[src/rtl/ysyx_24110015_rf_wb_arb.sv]
// ---------------------------------------------------------------------------
// ysyx_24110015_rf_wb_arb
//
// Purpose:
//   Shares the single register-file write port between two writeback sources
//   (wb0 = EXU result, wb1 = LSU load data). A round-robin arbiter picks one
//   request per cycle using a valid/ready handshake. The accepted request is
//   registered and drives the register file's wen/waddr/wdata on the
//   following cycle. A per-register pending scoreboard is set when decode
//   issues an instruction and cleared when its result commits, so decode can
//   detect RAW and WAW hazards.
//
// Ports:
//   clk, rst            clock and synchronous active-high reset
//   issue_valid/rd      decode reserves a destination register
//   issue_hazard        destination is already pending (WAW), x0 excluded
//   chk_rs1/rs2         source registers to check
//   raw_hazard          either source is pending (RAW), x0 excluded
//   wb0_valid/rd/data   EXU writeback request, wb0_ready = accepted
//   wb1_valid/rd/data   LSU writeback request, wb1_ready = accepted
//   rf_wen/waddr/wdata  registered register-file write port
//   pending             scoreboard bitmap, bit 0 is always 0
// ---------------------------------------------------------------------------
module ysyx_24110015_rf_wb_arb #(
  parameter int ADDR_WIDTH = 5,
  parameter int DATA_WIDTH = 32
) (
  input  logic                     clk,
  input  logic                     rst,

  input  logic                     issue_valid,
  input  logic [ADDR_WIDTH-1:0]    issue_rd,
  output logic                     issue_hazard,

  input  logic [ADDR_WIDTH-1:0]    chk_rs1,
  input  logic [ADDR_WIDTH-1:0]    chk_rs2,
  output logic                     raw_hazard,

  input  logic                     wb0_valid,
  input  logic [ADDR_WIDTH-1:0]    wb0_rd,
  input  logic [DATA_WIDTH-1:0]    wb0_data,
  output logic                     wb0_ready,

  input  logic                     wb1_valid,
  input  logic [ADDR_WIDTH-1:0]    wb1_rd,
  input  logic [DATA_WIDTH-1:0]    wb1_data,
  output logic                     wb1_ready,

  output logic                     rf_wen,
  output logic [ADDR_WIDTH-1:0]    rf_waddr,
  output logic [DATA_WIDTH-1:0]    rf_wdata,
  output logic [2**ADDR_WIDTH-1:0] pending
);

  localparam int NUM_REGS = 2 ** ADDR_WIDTH;

  // Encoding of the last source that completed a handshake.
  typedef enum logic {
    SRC_WB0 = 1'b0,
    SRC_WB1 = 1'b1
  } src_e;

  src_e                  last_grant_q, last_grant_d;
  logic                  rf_wen_q,     rf_wen_d;
  logic [ADDR_WIDTH-1:0] rf_waddr_q,   rf_waddr_d;
  logic [DATA_WIDTH-1:0] rf_wdata_q,   rf_wdata_d;
  logic [NUM_REGS-1:0]   pending_q,    pending_d;

  logic                  grant0;
  logic                  grant1;
  logic                  handshake;
  logic [ADDR_WIDTH-1:0] sel_rd;
  logic [DATA_WIDTH-1:0] sel_data;

  // Round-robin arbiter. A lone request always wins; on a tie the source
  // that did not win the previous handshake goes first. Grants are only
  // ever raised for a valid request, so ready implies valid.
  always_comb begin
    grant0 = 1'b0;
    grant1 = 1'b0;
    if (wb0_valid && wb1_valid) begin
      grant0 = (last_grant_q == SRC_WB1);
      grant1 = (last_grant_q == SRC_WB0);
    end else begin
      grant0 = wb0_valid;
      grant1 = wb1_valid;
    end
  end

  assign wb0_ready = grant0;
  assign wb1_ready = grant1;
  assign handshake = grant0 | grant1;

  // Payload of whichever source won this cycle.
  always_comb begin
    sel_rd   = wb0_rd;
    sel_data = wb0_data;
    if (grant1) begin
      sel_rd   = wb1_rd;
      sel_data = wb1_data;
    end
  end

  // Write stage: capture the accepted request. A write to x0 is accepted
  // (the source sees ready) but never raises wen. Without a handshake the
  // address and data hold so the port is quiet between writes.
  always_comb begin
    rf_wen_d     = 1'b0;
    rf_waddr_d   = rf_waddr_q;
    rf_wdata_d   = rf_wdata_q;
    last_grant_d = last_grant_q;
    if (handshake) begin
      rf_wen_d     = (sel_rd != '0);
      rf_waddr_d   = sel_rd;
      rf_wdata_d   = sel_data;
      last_grant_d = grant1 ? SRC_WB1 : SRC_WB0;
    end
  end

  // Scoreboard: the commit clear is applied before the issue set, so an
  // instruction reserving the same register that is committing this edge
  // keeps its reservation. x0 is never tracked.
  always_comb begin
    pending_d = pending_q;
    if (rf_wen_q) begin
      pending_d[rf_waddr_q] = 1'b0;
    end
    if (issue_valid && (issue_rd != '0)) begin
      pending_d[issue_rd] = 1'b1;
    end
    pending_d[0] = 1'b0;
  end

  // State registers. Reset drops any in-flight write and leaves last_grant
  // pointing at wb1 so that wb0 wins the first tie after reset.
  always_ff @(posedge clk) begin
    if (rst) begin
      rf_wen_q     <= 1'b0;
      rf_waddr_q   <= '0;
      rf_wdata_q   <= '0;
      pending_q    <= '0;
      last_grant_q <= SRC_WB1;
    end else begin
      rf_wen_q     <= rf_wen_d;
      rf_waddr_q   <= rf_waddr_d;
      rf_wdata_q   <= rf_wdata_d;
      pending_q    <= pending_d;
      last_grant_q <= last_grant_d;
    end
  end

  // Hazard lookups read the current scoreboard; x0 never reports a hazard.
  assign issue_hazard = (issue_rd != '0) && pending_q[issue_rd];
  assign raw_hazard   = ((chk_rs1 != '0) && pending_q[chk_rs1]) ||
                        ((chk_rs2 != '0) && pending_q[chk_rs2]);

  assign rf_wen   = rf_wen_q;
  assign rf_waddr = rf_waddr_q;
  assign rf_wdata = rf_wdata_q;
  assign pending  = pending_q;

endmodule

[config.mk]
export PLATFORM = sky130hd
export DESIGN_NAME = ysyx_24110015_rf_wb_arb
export DESIGN_NICKNAME = d
export VERILOG_FILES = /design/src/rtl/ysyx_24110015_rf_wb_arb.sv
export SDC_FILE = /design/constraint.sdc
export NUM_CORES = 1
export LEC_CHECK = 0
export ABC_CLOCK_PERIOD_IN_PS = 2100
export BUFFER_PORTS_ARGS = -buffer_cell sky130_fd_sc_hd__buf_2
export CORE_MARGIN = 4
export CORE_UTILIZATION = 43
export CTS_CLUSTER_DIAMETER = 200
export DETAILED_ROUTE_END_ITERATION = 6
export GPL_TIMING_DRIVEN = 0
export PLACE_DENSITY_LB_ADDON = 0.15
export SYNTH_ARGS = -nofsm -noshare
export SYNTH_HDL_FRONTEND = slang
export SYNTH_SLANG_ARGS = --single-unit
[constraint.sdc]
create_clock -name clk -period 2.1 [get_ports clk]
set_clock_uncertainty 0.2 [all_clocks]
set_input_delay 0.42 -clock clk [delete_from_list [all_inputs] [get_ports clk]]
set_output_delay 0.42 -clock clk [all_outputs]
set_load 0.1 [all_outputs]
==> results.md <==
- Status: finished, violations left
- Failing checks: setup timing
- Post-layout power: 3.477 mW
- Die Width: 101.7 um
- Num CTS Buffers: 9
- Antenna Nets Post-Route: 0
- Netlist cell types: 45
- Die height: around 100 um
- Core area: 8382 um2
- Gr ovfl total: 0
- Top_reg_cell synth: dfxtp_1
- Hold Violations, Final: 0
- Number of DRC markers in iteration 0: 213
- Gp weighted congestion: approximately 0.91
- Final Cell Area: 5061 um2
- DRT Pass-1 Iters: 5
- Hold Buf Count CTS: 0
- # diodes: 0
- DR top layer: met4
- Top cells by count, synth: 97 x nor2_1, 70 x dfxtp_1, 45 x nand2_1, 37 x a21oi_1, 30 x o21ai_0
- Cells after DPL: 724
- Post-layout util: 0.6038
- Total placed instance area: around 4800 um2
- Top cells by area, synth: dfxtp_1 37%, nor2_1 9.6%, mux4_2 6.0%, mux4_1 5.6%, a21oi_1 4.9%
- Via-to-Cell Ratio: 5.639
- CP endpoint kind: output port
- CTS Buffer Depth: 2
- Non-Filler Instances: 742
- LEAKAGE: 2.307 nW
- Starting Density: 0.4507
- Final min period: 2.626 ns
- Worst reg-to-reg path cell count: 6
- Actual slew at the worst max-slew pin: 0.9001 ns
- # DRC: 0
- Post-synth ARST share: 0
- CTS HTree Levels: 3
- Metal-1 WL: slightly below 5000 um
- MaxCap Viol Count: 0
- Via count: roughly 4200
- DR WL met2: 5898 um
- First-pass GRT wire length: 19460 um
- Post-synthesis cell count: 457
- RSZ-0062 raised after global routing: true
- Worst setup SP type: flop
- Pre-CTS WS: -0.5912 ns
- DRT Wirelength: ~12000 um
- Initial antenna violation count: 0
- Most area-hungry cell type in the Yosys netlist: dfxtp_1
- Crit-path max FO: 5
- Fill count: about 750
- Total GRT Usage: 0.2379
- Vias in the first global route: 4029
- IO Pins: 168
- Syn_nets: 551
- Ys Warns: 0
- CTS root buf: clkbuf_8
- Most frequent cell after synthesis: nor2_1
- Port Buffers: ~160
- Headroom to the max-slew limit: 0.3986
- Layout Nets: 726
- P per Cell Area: 687.1 nW/um2
- TNS Setup: -0.8522 ns
- Routed len/inst: 16.78 um
- Worst reg2reg endpoint: rf_waddr[2]$_SDFFE_PP0P_
- Largest net degree at the start of global routing: 13
- Worst Path Required: between 1 and 1.5 ns
- Clk_lat worst skew: 0.35 ns
- Final setup violation count: 2
- P&R area growth vs syn: 33.98%
- Fin. max-slew vios: 0
- Max Clk Rate: 380.8 MHz
- Fraction of layout cells with a size suffix above 1: 0.4035
- #FFs+latches synth: 70
- Sequential element share of the synthesized area: 0.3710
- Routed wl met3: around 1300 um
- HPWL Detailed: 9801 um
- Worst Hold Class: primary input to flop
- Top-area cell type share of the netlist area: 0.3710
- Crit path to: raw_hazard
- Sink Count: 70
- Worst setup startpoint: pending[3]$_SDFF_PP0_
- Area of the mapped netlist: 3777 um2
- R2R setup slack: 0.34 ns
- Crit Path Class: flop to output port
- CTS clk-pin slew, worst paths: 0.08 ns
- Tcrit/Tclk final: 1.251
- Number of synthesized flops with an enable pin: 0
- Worst hold slack: 0.1492 ns
- Maximum VDD drop: 0.0005746 V
- FP Rows: 33
- CTS tree: yes
- Setup WS post-layout: -0.5264 ns
- Syn Area/Cell: 8.266 um2
- Die footprint: 10350 um2
- Reg2reg start: last_grant_q$_SDFFE_PP1P_
- Critical Path AT: 2.01 ns
## how the worst min path moves through the flow
| stage | start | cells past startpoint | to | slack, ns |
|---|---|---|---|---|
| after floorplan | wb0_rd[0] | 2 | rf_waddr[0]$_SDFFE_PP0P_ | 0.38 |
| after global placement | rf_wdata[22]$_SDFFE_PP0P_ | 2 | rf_wdata[22]$_SDFFE_PP0P_ | 0.28 |
| after detailed placement | rf_wdata[14]$_SDFFE_PP0P_ | 2 | rf_wdata[14]$_SDFFE_PP0P_ | 0.29 |
| after CTS | wb0_rd[0] | 3 | rf_waddr[0]$_SDFFE_PP0P_ | 0.13 |
| after global routing | wb0_rd[0] | 3 | rf_waddr[0]$_SDFFE_PP0P_ | 0.13 |
| final | wb0_rd[0] | 3 | rf_waddr[0]$_SDFFE_PP0P_ | 0.15 |
## where the power goes
part           switching [mW]  internal (mW)
combinational           0.858          0.271
sequential             0.0451           1.39
clock                   0.491          0.422
total                    1.39           2.08
## what timing repair did
action / in CTS / in global routing
resized for setup: 14 / 3
endpoints found under the setup margin: 4 / 3
buffers inserted: 2 / 0
endpoints found under the hold margin: 0 / 0
pin swaps: 3 / 2
## cell families (layout without fill, tap and decap cells)
logic type             Yosys count  after routing  synth area share
DFF                             70             70            0.3710
muxes                           32             32            0.1547
other                            1              1         0.0009928
and+or+nand+nor                205            205            0.2527
buffers and inverters           45            225           0.05498
AOI/OAI and AO/OA              104            104            0.1656
## flip-flops by register name, indices dropped and copies added (netlist names)
name and count:
rf_wdata 32, pending 31, rf_waddr 5, last_grant_q 1
rf_wen 1
## layout make-up
class	count	area, um2	area share
multi-input cells	342	2190	0.4326
inverters	11	41.29	0.008158
well taps	105	131.4	0.02596
clock buffers	11	131.4	0.02596
clock inverters	5	26.28	0.005192
flip-flops and latches	70	1468	0.2900
repair buffers	164	860.8	0.1701
plain buffers	34	212.7	0.04203
## cells in the final DEF (no fill, tap or decap), drive strengths merged, types with 2 or more instances in the layout
cell type / netlist / routed
nand2: 45 / 45
buf: 14 / 178
inv: 11 / 12
dfxtp: 70 / 70
or4: 2 / 2
a221oi: 2 / 2
nand3: 3 / 3
mux2i: 7 / 7
or3b: 3 / 3
nor2: 97 / 97
clkinv: 0 / 4
and3b: 2 / 2
a2111oi: 2 / 2
nand2b: 3 / 3
a311oi: 3 / 3
mux2: 7 / 7
nor2b: 3 / 3
a22oi: 4 / 4
a31oi: 8 / 8
mux4: 18 / 18
a21oi: 37 / 37
a211oi: 3 / 3
nand3b: 6 / 6
nor3: 2 / 2
o21ai: 35 / 35
nor3b: 6 / 6
nand4: 2 / 2
nor4: 26 / 26
clkbuf: 20 / 31
o221a: 6 / 6
and3: 2 / 2
## per-layer routing
metal  vias to the layer above  track usage
met3                        25      0.06198
met1                      1946       0.2943
li1                       2009            -
met2                       204       0.3873
met5                         -            0
met4                         0       0.1115
## critical path: stages (launching register included)
cell and delay [ns]:
dfxtp_4 0.36, mux4_1 0.48, mux2i_1 0.19, nor3b_1 0.07
a311oi_1 0.19, nand4_1 0.15, buf_6 0.21
No activity file was read; power rests on OpenSTA's default activity.
